File: config.mk
export PLATFORM = sky130hd
export DESIGN_NAME = target_draw_ctrl
export DESIGN_NICKNAME = d
export VERILOG_FILES = /design/src/rtl/target_draw_ctrl.sv
export SDC_FILE = /design/constraint.sdc
export NUM_CORES = 1
export LEC_CHECK = 0
export BUFFER_PORTS_ARGS = -buffer_cell sky130_fd_sc_hd__buf_2
export CAP_MARGIN = 10
export CORE_UTILIZATION = 54
export DETAILED_ROUTE_END_ITERATION = 10
export PLACE_DENSITY = 0.89
export SLEW_MARGIN = 25
export SYNTH_ARGS = -nofsm -noshare
export SYNTH_HDL_FRONTEND = slang
export SYNTH_SLANG_ARGS = --single-unit
File: constraint.sdc
create_clock -name clk -period 4.27 [get_ports clk]
set_clock_uncertainty 0.2 [all_clocks]
set_input_delay 0.427 -clock clk [delete_from_list [all_inputs] [get_ports clk]]
set_output_delay 0.427 -clock clk [all_outputs]
set_load 0.05 [all_outputs]
File: src/rtl/target_draw_ctrl.sv
// Sprite mover: erases the previously drawn sprite box, then draws it at the new origin.
// Latency: one pixel per cycle, plot is registered (1 cycle); done 2*SPR_W*SPR_H+1 cycles after start with erase, SPR_W*SPR_H+1 without.
// Backpressure: none; start is accepted only in IDLE and dropped (not queued) while busy.
//
// Ports:
//   clk, reset                 clock, synchronous active-high reset
//   start, new_x, new_y        move/draw request and requested sprite origin
//   gfx_x, gfx_y               origin presented to the sprite graphic LUT
//   flush_x, flush_y           pixel being scanned, presented to the LUT
//   pix_colour, pix_enable     same-cycle LUT colour and opaque flag for (flush_x, flush_y)
//   vga_x, vga_y, vga_colour   registered pixel write
//   plot                       pixel write strobe
//   busy, done                 activity flag and single-cycle completion pulse
module target_draw_ctrl #(
    parameter int          SPR_W     = 11,
    parameter int          SPR_H     = 8,
    parameter int          SCR_W     = 160,
    parameter int          SCR_H     = 120,
    parameter logic [5:0]  BG_COLOUR = 6'b000000
) (
    input  logic        clk,
    input  logic        reset,
    input  logic        start,
    input  logic [7:0]  new_x,
    input  logic [7:0]  new_y,
    output logic [7:0]  gfx_x,
    output logic [7:0]  gfx_y,
    output logic [7:0]  flush_x,
    output logic [7:0]  flush_y,
    input  logic [5:0]  pix_colour,
    input  logic        pix_enable,
    output logic [7:0]  vga_x,
    output logic [7:0]  vga_y,
    output logic [5:0]  vga_colour,
    output logic        plot,
    output logic        busy,
    output logic        done
);

    localparam logic [1:0] S_IDLE  = 2'd0;
    localparam logic [1:0] S_ERASE = 2'd1;
    localparam logic [1:0] S_DRAW  = 2'd2;
    localparam logic [1:0] S_DONE  = 2'd3;

    localparam int DX_W = $clog2(SPR_W + 1);
    localparam int DY_W = $clog2(SPR_H + 1);

    localparam logic [DX_W-1:0] DX_LAST = DX_W'(SPR_W - 1);
    localparam logic [DY_W-1:0] DY_LAST = DY_W'(SPR_H - 1);

    // Screen limits in the 9-bit sum domain so the compare never truncates.
    localparam logic [8:0] SCR_W_LIM = 9'(SCR_W);
    localparam logic [8:0] SCR_H_LIM = 9'(SCR_H);

    logic [1:0]       state;
    logic [DX_W-1:0]  dx;
    logic [DY_W-1:0]  dy;
    logic             drawn_valid;
    logic [7:0]       old_x;
    logic [7:0]       old_y;
    logic [7:0]       cur_x;
    logic [7:0]       cur_y;

    // Last LUT address driven while scanning; replayed outside the scan states.
    logic [7:0]       gfx_x_hold;
    logic [7:0]       gfx_y_hold;
    logic [7:0]       flush_x_hold;
    logic [7:0]       flush_y_hold;

    logic             scanning;
    logic             erasing;
    logic [7:0]       base_x;
    logic [7:0]       base_y;
    logic [8:0]       sum_x;
    logic [8:0]       sum_y;
    logic             on_screen;
    logic             last_col;
    logic             last_row;

    // ------------------------------------------------------------------
    // Scan address generation
    // ------------------------------------------------------------------
    always_comb begin
        scanning  = (state == S_ERASE) || (state == S_DRAW);
        erasing   = (state == S_ERASE);
        base_x    = erasing ? old_x : cur_x;
        base_y    = erasing ? old_y : cur_y;
        sum_x     = {1'b0, base_x} + {{(9-DX_W){1'b0}}, dx};
        sum_y     = {1'b0, base_y} + {{(9-DY_W){1'b0}}, dy};
        // A carry means the pixel wrapped past column/row 255: never draw it.
        on_screen = !sum_x[8] && !sum_y[8] &&
                    (sum_x < SCR_W_LIM) && (sum_y < SCR_H_LIM);
        last_col  = (dx == DX_LAST);
        last_row  = (dy == DY_LAST);
    end

    always_comb begin
        gfx_x   = gfx_x_hold;
        gfx_y   = gfx_y_hold;
        flush_x = flush_x_hold;
        flush_y = flush_y_hold;
        if (scanning) begin
            gfx_x   = base_x;
            gfx_y   = base_y;
            flush_x = sum_x[7:0];
            flush_y = sum_y[7:0];
        end
    end

    assign busy = (state != S_IDLE);
    assign done = (state == S_DONE);

    // ------------------------------------------------------------------
    // Control and pixel pipeline
    // ------------------------------------------------------------------
    always_ff @(posedge clk) begin
        if (reset) begin
            state        <= S_IDLE;
            dx           <= '0;
            dy           <= '0;
            drawn_valid  <= 1'b0;
            old_x        <= 8'd0;
            old_y        <= 8'd0;
            cur_x        <= 8'd0;
            cur_y        <= 8'd0;
            gfx_x_hold   <= 8'd0;
            gfx_y_hold   <= 8'd0;
            flush_x_hold <= 8'd0;
            flush_y_hold <= 8'd0;
            vga_x        <= 8'd0;
            vga_y        <= 8'd0;
            vga_colour   <= BG_COLOUR;
            plot         <= 1'b0;
        end else begin
            // Strobe only follows a scan cycle; the write data otherwise holds.
            plot <= 1'b0;

            case (state)
                S_IDLE: begin
                    if (start) begin
                        cur_x <= new_x;
                        cur_y <= new_y;
                        dx    <= '0;
                        dy    <= '0;
                        // Nothing on screen yet after reset: skip the erase pass.
                        state <= drawn_valid ? S_ERASE : S_DRAW;
                    end
                end

                S_ERASE, S_DRAW: begin
                    gfx_x_hold   <= base_x;
                    gfx_y_hold   <= base_y;
                    flush_x_hold <= sum_x[7:0];
                    flush_y_hold <= sum_y[7:0];

                    vga_x      <= sum_x[7:0];
                    vga_y      <= sum_y[7:0];
                    vga_colour <= erasing ? BG_COLOUR : pix_colour;
                    plot       <= pix_enable && on_screen;

                    if (!last_col) begin
                        dx <= dx + 1'b1;
                    end else begin
                        dx <= '0;
                        if (!last_row) begin
                            dy <= dy + 1'b1;
                        end else begin
                            dy    <= '0;
                            state <= erasing ? S_DRAW : S_DONE;
                        end
                    end
                end

                S_DONE: begin
                    // The box just drawn becomes the one to erase on the next move.
                    old_x       <= cur_x;
                    old_y       <= cur_y;
                    drawn_valid <= 1'b1;
                    state       <= S_IDLE;
                end

                default: begin
                    state <= S_IDLE;
                end
            endcase
        end
    end

endmodule

Word level (Yosys, flattened, before mapping)
Index checks and enable logic that the tools add are counted.
{"block": "classes", "add_sub_neg": 4, "order_cmp": 2, "eq_ne": 8, "n_mux": 19, "bitwise": 1, "reduce_logical": 16}
{"op": "8-bit two-way mux", "count": 6}
{"op": "8-bit by 4-bit adder with 9-bit output", "count": 2}
{"op": "4-bit two-way mux", "count": 4}
{"op": "4-bit one-hot mux with 2 select lines", "count": 2}
{"op": "9-bit by 7-bit less-than comparator with 1-bit output (second input constant)", "count": 1}
{"op": "9-bit by 8-bit less-than comparator with 1-bit output (second input constant)", "count": 1}
{"op": "4-bit by 1-bit adder with 4-bit output (second input constant)", "count": 2}
{"op": "2-bit two-way mux", "count": 4}
{"op": "6-bit two-way mux", "count": 1}
{"op": "2-bit != test (second input constant)", "count": 3}
{"op": "2-bit one-hot mux with 3 select lines", "count": 1}
{"op": "3-bit AND reduction", "count": 2}
{"op": "2-bit == test (second input constant)", "count": 2}
{"op": "4-bit by 3-bit == test with 1-bit output (second input constant)", "count": 1}
{"op": "4-bit == test (second input constant)", "count": 1}
{"op": "1-bit logical AND", "count": 4}
{"op": "2-bit AND reduction", "count": 2}
{"op": "2-bit nonzero test", "count": 2}
{"op": "2-bit OR reduction", "count": 2}
{"op": "2-bit by 1-bit == test with 1-bit output (second input constant)", "count": 1}
{"op": "1-bit logical NOT", "count": 2}
{"op": "2-bit logical NOT", "count": 1}
{"op": "1-bit logical OR", "count": 1}
{"op": "1-bit two-way mux", "count": 1}
{"op": "1-bit NOT", "count": 1}
{"block": "totals", "register_bits": 82, "out_inout_bits": 57, "word_cells": 64}

Logic depth before layout (Yosys ltp)
Gate-level depths: netlist (run 1).
{"block": "logic_depth", "ltp_word": 8, "depth_mapped": 14, "depth_no_buf": 12}

Least setup slack after synthesis (run 1)
No wires, ideal clock.
{"block": "synth_path", "path_type": "register to output", "from": "register state[1]", "to": "output port flush_x[4]", "arrival_time_ns": 3.151, "required_ns": 3.643, "slack_ns": 0.492, "path_stages_with_launch": 14, "cell_sequence": "dfxtp_1 -> inv_1 -> ha_1 -> buf_6 -> buf_2 -> mux2i_1 -> inv_1 -> ha_1 -> inv_1 -> fa_1 -> nand2b_1 -> a21oi_1 -> xnor2_1 -> a21oi_1"}
{"block": "synth_between", "elab_chain_cells": 4, "elab_cells_between_ends": 6}
{"element": "start: declaration", "line": "55", "rtl": "logic [1:0] state;"}
{"element": "start signal: assignment", "line": "146", "rtl": "state <= drawn_valid ? S_ERASE : S_DRAW;"}
{"element": "start signal: assignment", "line": "169", "rtl": "state <= erasing ? S_DRAW : S_DONE;"}
{"element": "2-bit by 1-bit == test with 1-bit output", "line": "85", "rtl": "erasing = (state == S_ERASE);"}
{"element": "8-bit two-way mux", "line": "86", "rtl": "base_x = erasing ? old_x : cur_x;"}
{"element": "via base_x[0]", "line": "72", "rtl": "logic [7:0] base_x;"}
{"element": "8-bit by 4-bit adder with 9-bit output", "line": "88", "rtl": "sum_x = {1'b0, base_x} + {{(9-DX_W){1'b0}}, dx};"}
{"element": "8-bit two-way mux", "line": "102", "rtl": "if (scanning) begin"}
{"element": "end: declaration", "line": "28", "rtl": "output logic [7:0] flush_x,"}
The timed path passes the listed nets, and every way through them passes these cells.

Final worst setup path (run 1)
{"block": "layout_path", "from": "register state[1]", "to": "output port flush_x[7]"}
The elaborated chain is that of the path after synthesis.

==> results.ini, run 1 <==
[synthesis]
synthCells=443
synth_edf_count=0
seq_area_frac_synth=0.421
yosysUniqueCellTypes=46
syn_area_um2=3900
syn_nets=489
synthFlopType=dfxtp_1
synth_top_area_cell=dfxtp_1
synth.area.top_cells=dfxtp_1 42%, mux2i_1 8.0%, a21oi_1 6.0%
synth_seq_cells=82
synth.avg_cell_area_um2=8.81
synthArstFlopShare=0
synth_top_area_share=0.421
ys_warn_count=0

[route]
wl_per_cell_um=15.3
via_count=3369
drt_wl_total_um=9440
dr.first_iter.drc_count=185
ant_nets=0
drc=0
via_per_inst=5.47
dr.pass1.iters=4

[cells_and_area]
synthToLayoutAreaGrowth_pct=17.2
drive_gt1_frac=0.238
fin_nets=561
nFillCells=565
diodes=0

[timing]
slew_headroom=0.417
rsz0062_at_grt=false
fmax_mhz=249
setup_ws_ns=0.250
drv_slew=0
fin_crit_sh=0.942
whs_ns=0.102
fin_crit_ns=4.02
finalSetupViolations=0
hold_viol=0
setup-tns-final_ns=0
max_slew.worst_pin.slew_ns=0.851

[clock_network]
cts-root-buf=clkbuf_8
postCtsHoldBufs=0
cts_tree=built
cts.sinks=82
cts-htree-levels=3
cts.path.max_buffers=2
clk_pin_slew_ns=0.08
cts_setup_buffers=0
numCtsBuffers=9
cts_resized=0
clk_latency_ns=0.36

[global_routing]
grt_pass1_wl_um=15500
antenna_found_initial=0
overflow=0
grt_max_degree=50
grt_pass1_vias=3212
track_usage=0.269

[worst_setup_path]
timing.rr.start=state[1]$_SDFFE_PP0P_
crit_buf_inv=3
reg2reg_slack_ns=1.01
worst_path_max_delay_cell=or4_1
path_delay_family=multiplexers
max_stage_delay_ns=0.53
timing_worst_setup_path_type=flop to output pin
cp-startpoint=state[1]$_SDFFE_PP0P_
required_ns=3.64
path_common_cell=inv_1
path_cells=inv_1 > ha_2 > mux2i_1 > inv_1 > ha_1 > o21ai_0 > o21ba_2 > or4_1 > xor2_1 > mux2_2 > buf_2
crit_arrival_ns=3.39
crit_path_start_kind=flop
worstSetupEndpointType=output pin
cp_max_fo=4

[place]
gp_congestion=0.865
numPortBuffers=82
dp_hpwl_um=6690
place_ws_ns=0.530

[worst_hold_path]
hold_start=pix_colour[0]
worst_hold_path_type=input port to flop

[flow_run]
maxCapViolCount=0

[floorplanning]
dieArea_um2=7570
num_rows=30
floorplan.initialDensity=0.568
core_area_um2=6870
die_x_um=87.0
die_y_um=87.0
boundaryPins=83

[status]
status=complete, no violations

layout by cell type (no fill, tap or decap), types with 4 or more instances in the layout:
master	n
o21ai_0	6
buf_2	82
inv_1	18
mux2_2	12
nor2_1	57
dfxtp_1	82
nand2_1	51
and2_1	30
xor2_1	5
mux2i_1	30
nand3b_1	4
a211oi_1	6
clkbuf_8	9
ha_1	16
a22oi_1	6
xnor2_1	7
a21oi_1	46
nand3_1	5
synthesized netlist by cell type, drive strengths merged (2+ instances only):
master,number
a2111oi,2
a211oi,8
a21o,2
a21oi,47
a22oi,6
a311oi,2
and2,30
buf,6
clkbuf,18
dfxtp,82
fa,2
ha,18
inv,18
mux2,12
mux2i,32
nand2,51
nand3,5
nand3b,4
nor2,57
nor2b,3
nor3,2
nor3b,2
nor4,2
o21ai,6
xnor2,7
xor2,5
cell families after synthesis:
group / synth area share
AND/OR/NAND/NOR: 0.194
flip-flops: 0.421
AO/OA/AOI/OAI: 0.130
multiplexers: 0.118
buffers and inverters: 0.0436
adder cells (fa/ha/maj): 0.0680
XOR/XNOR: 0.0269
final timing paths:
path / end / cells past startpoint
hold / removal: vga_colour[0]$_SDFFE_PP0N_ / 3
setup reg to reg: flush_x_hold[6]$_SDFFE_PP0N_ / 13
hold reg to reg: cur_x[7]$_SDFFE_PP0P_ / 2
setup / recovery: flush_x[7] / 11
state kept, by name, indices dropped and copies added, names as in the netlist, 8 cells and up:
signal,flops
cur_y,8
old_y,8
old_x,8
gfx_y_hold,8
flush_y_hold,8
gfx_x_hold,8
cur_x,8
flush_x_hold,8
area by class of cell:
type / count / area, µm² / area share
clock buffers: 9 / 124 / 0.0271
clock inverters: 7 / 77.6 / 0.0170
inverters: 18 / 67.6 / 0.0148
multi-input cells: 319 / 2100 / 0.460
flip-flops and latches: 82 / 1640 / 0.359
well taps: 96 / 120 / 0.0263
repair buffers: 85 / 440 / 0.0963
metrics by stage:
stage | utilization | instances | cell area (µm²)
after floorplan | - | 443 | 3900
after global placement | 0.634 | 600 | 4360
after detailed placement | 0.634 | 600 | 4360
after CTS | 0.663 | 616 | 4560
after global routing | 0.666 | 616 | 4570
final | 0.666 | 616 | 4570
worst register-to-register path, delay by kind of cell, from the launching register on:
| family | cells | cell delay, ns |
|---|---|---|
| AND/OR/NAND/NOR | 2 | 0.36 |
| flip-flops | 1 | 0.35 |
| XOR/XNOR | 1 | 0.11 |
| buffers and inverters | 4 | 0.48 |
| adder cells (fa/ha/maj) | 3 | 0.87 |
| multiplexers | 2 | 0.43 |
| AO/OA/AOI/OAI | 1 | 0.36 |
layer usage:
| layer | up-vias | GRT usage | wire (µm) |
|---|---|---|---|
| met3 | 23 | 0.0635 | 516 |
| met5 | - | 0 | 0 |
| met4 | 0 | 0.121 | 221 |
| met2 | 113 | 0.437 | 4480 |
| li1 | 1637 | - | - |
| met1 | 1596 | 0.339 | 4220 |
Power of run 1 is left out: the tool's default activity adds up to more than one toggle a clock period on the data nets, which glitch-free logic cannot reach.
==> run 2, diff against run 1 <==
--- a/config.mk
+++ b/config.mk
@@ -10,6 +10,7 @@
 export CORE_UTILIZATION = 54
 export DETAILED_ROUTE_END_ITERATION = 10
 export PLACE_DENSITY = 0.89
+export SETUP_SLACK_MARGIN = 0.5
 export SLEW_MARGIN = 25
 export SYNTH_ARGS = -nofsm -noshare
 export SYNTH_HDL_FRONTEND = slang
==> run 2 against run 1 <==
- critical path depth unchanged
- utilization increased by 3.0 points
- hold slack got worse by 0.0072 ns
- die area unchanged
- final cell count increased by 1.5%
- maximum frequency increased by 4.1%
- worst setup slack improved by 0.16 ns
==> results.ini, run 2 (synthesis results as in run 1) <==
[floorplanning]
dieArea_um2=7570
floorplan.initialDensity=0.568
boundaryPins=83
die_y_um=87.0
die_x_um=87.0
num_rows=30
core_area_um2=6870

[place]
gp_congestion=0.878
placed_area_um2=4370
post-place-cells=601
numPortBuffers=82
dp_hpwl_um=6380

[worst_setup_path]
timing.rr.start=state[1]$_SDFFE_PP0P_
path_delay_family=multiplexers
crit_path_start_kind=flop
reg2reg_slack_ns=1.07
path_common_cell=ha_4
timing_worst_setup_path_type=flop to output pin
max_stage_delay_ns=0.52
cp_max_fo=7
worstSetupEndpointType=output pin
required_ns=3.64
ff2ff_path_depth=12
worst_path_max_delay_cell=or4_1
path_cells=inv_2 > ha_4 > mux2i_2 > inv_1 > ha_4 > o21ai_2 > o21ba_2 > or4_1 > xor2_1 > mux2_2 > buf_6
crit_arrival_ns=3.24
r2r-end=plot$_SDFF_PP0_
crit_buf_inv=3

[route]
ant_nets=0
drt_wl_total_um=10000
dr.pass1.iters=5
dr.first_iter.drc_count=290
via_count=3512
via_per_inst=5.62
wl_per_cell_um=16.1
drc=0

[timing]
fmax_mhz=259
slew_headroom=0.411
max_slew.worst_pin.slew_ns=0.858
finalSetupViolations=0
drv_slew=0
hold_viol=0
fin_crit_ns=3.86
rsz0062_at_grt=true
setup-tns-final_ns=0
fin_crit_sh=0.905

[cells_and_area]
drive_gt1_frac=0.280
layout_common_cells=80 x dfxtp_1, 79 x buf_2, 57 x nor2_1
fin_nets=570
layout.cells.non_filler=625
final_area_um2=4780
final_common_cell=dfxtp_1
synthToLayoutAreaGrowth_pct=22.5
diodes=0

[worst_hold_path]
worst_hold_path_type=input port to flop
hold-path-cell-count=3
hold_path_end=cur_y[2]$_SDFFE_PP0P_
hold_start=new_y[2]

[clock_network]
cts.sinks=82
clk_pin_slew_ns=0.09
cts_tree=built
numCtsBuffers=9
cts-root-buf=clkbuf_8
cts-htree-levels=3
cts.path.max_buffers=2
clk_latency_ns=0.36

[global_routing]
antenna_found_initial=0
overflow=0
grt_pass1_wl_um=14800
track_usage=0.253
grt_max_degree=50
grt_pass1_vias=3169

[flow_run]
maxCapViolCount=0

[status]
status=complete, no violations

==> run 2: cell count changes in the layout (fill, tap and decap cells not counted), sizes merged <==
cell      delta
buf          +8
clkinv       -3
clkinvlp     +3
clkbuf       +2
inv          -2
bufinv       +1
==> run 2: metrics by stage <==
step | utilization | hold WS, ns | setup slack [ns]
after floorplan | - | 0.248 | 0.529
after global placement | 0.636 | 0.261 | 0.594
after detailed placement | 0.636 | 0.271 | 0.478
after CTS | 0.677 | 0.0960 | 0.491
after global routing | 0.696 | 0.105 | 0.361
final | 0.696 | 0.0946 | 0.408
==> run 2: worst max-delay path by stage <==
| stage | startpoint | endpoint | slack, ns | depth (start not counted) |
|---|---|---|---|---|
| after floorplan | state[1]$_SDFFE_PP0P_ | flush_x[7] | 0.53 | 12 |
| after global placement | state[1]$_SDFFE_PP0P_ | flush_y[7] | 0.59 | 12 |
| after detailed placement | state[1]$_SDFFE_PP0P_ | flush_x[7] | 0.48 | 11 |
| after CTS | state[1]$_SDFFE_PP0P_ | flush_x[7] | 0.49 | 11 |
| after global routing | state[1]$_SDFFE_PP0P_ | flush_x[7] | 0.36 | 11 |
| final | state[1]$_SDFFE_PP0P_ | flush_x[7] | 0.41 | 11 |
==> run 2: worst reg2reg max path: stages (launching register included) <==
cell and delay (ns):
dfxtp_2 0.33, inv_2 0.08, ha_4 0.24, mux2i_1 0.33
inv_1 0.09, ha_2 0.21, inv_1 0.07, fa_1 0.19
nand2b_2 0.18, a21oi_2 0.11, a2111oi_0 0.53, a311oi_1 0.15
nor4_1 0.38
==> run 2: what timing repair did <==
item / 4_1_cts / 5_1_grt
buffers inserted: 4 / 4
pin swaps: 1 / 2
endpoints found under the setup margin: 10 / 8
gates resized for setup: 8 / 21
hold endpoints to repair: 0 / 0
hold buffers: 0 / 0
==> run 2: area by class of cell <==
type,instances,area (µm²)
multi-input cells,319,2200
fillers,482,2090
flip-flops and latches,82,1640
well taps,96,120
inverters,18,67.6
clock buffers,10,138
repair buffers,94,524
clock inverters,6,90.1
==> run 2: metal layers <==
metal	global-route usage	vias up	wire length (µm)
met5	0	-	0
met4	0.135	0	260
met3	0.0398	28	609
met2	0.406	161	4740
met1	0.329	1663	4420
li1	-	1660	-
Power of run 2 is left out for the same reason.
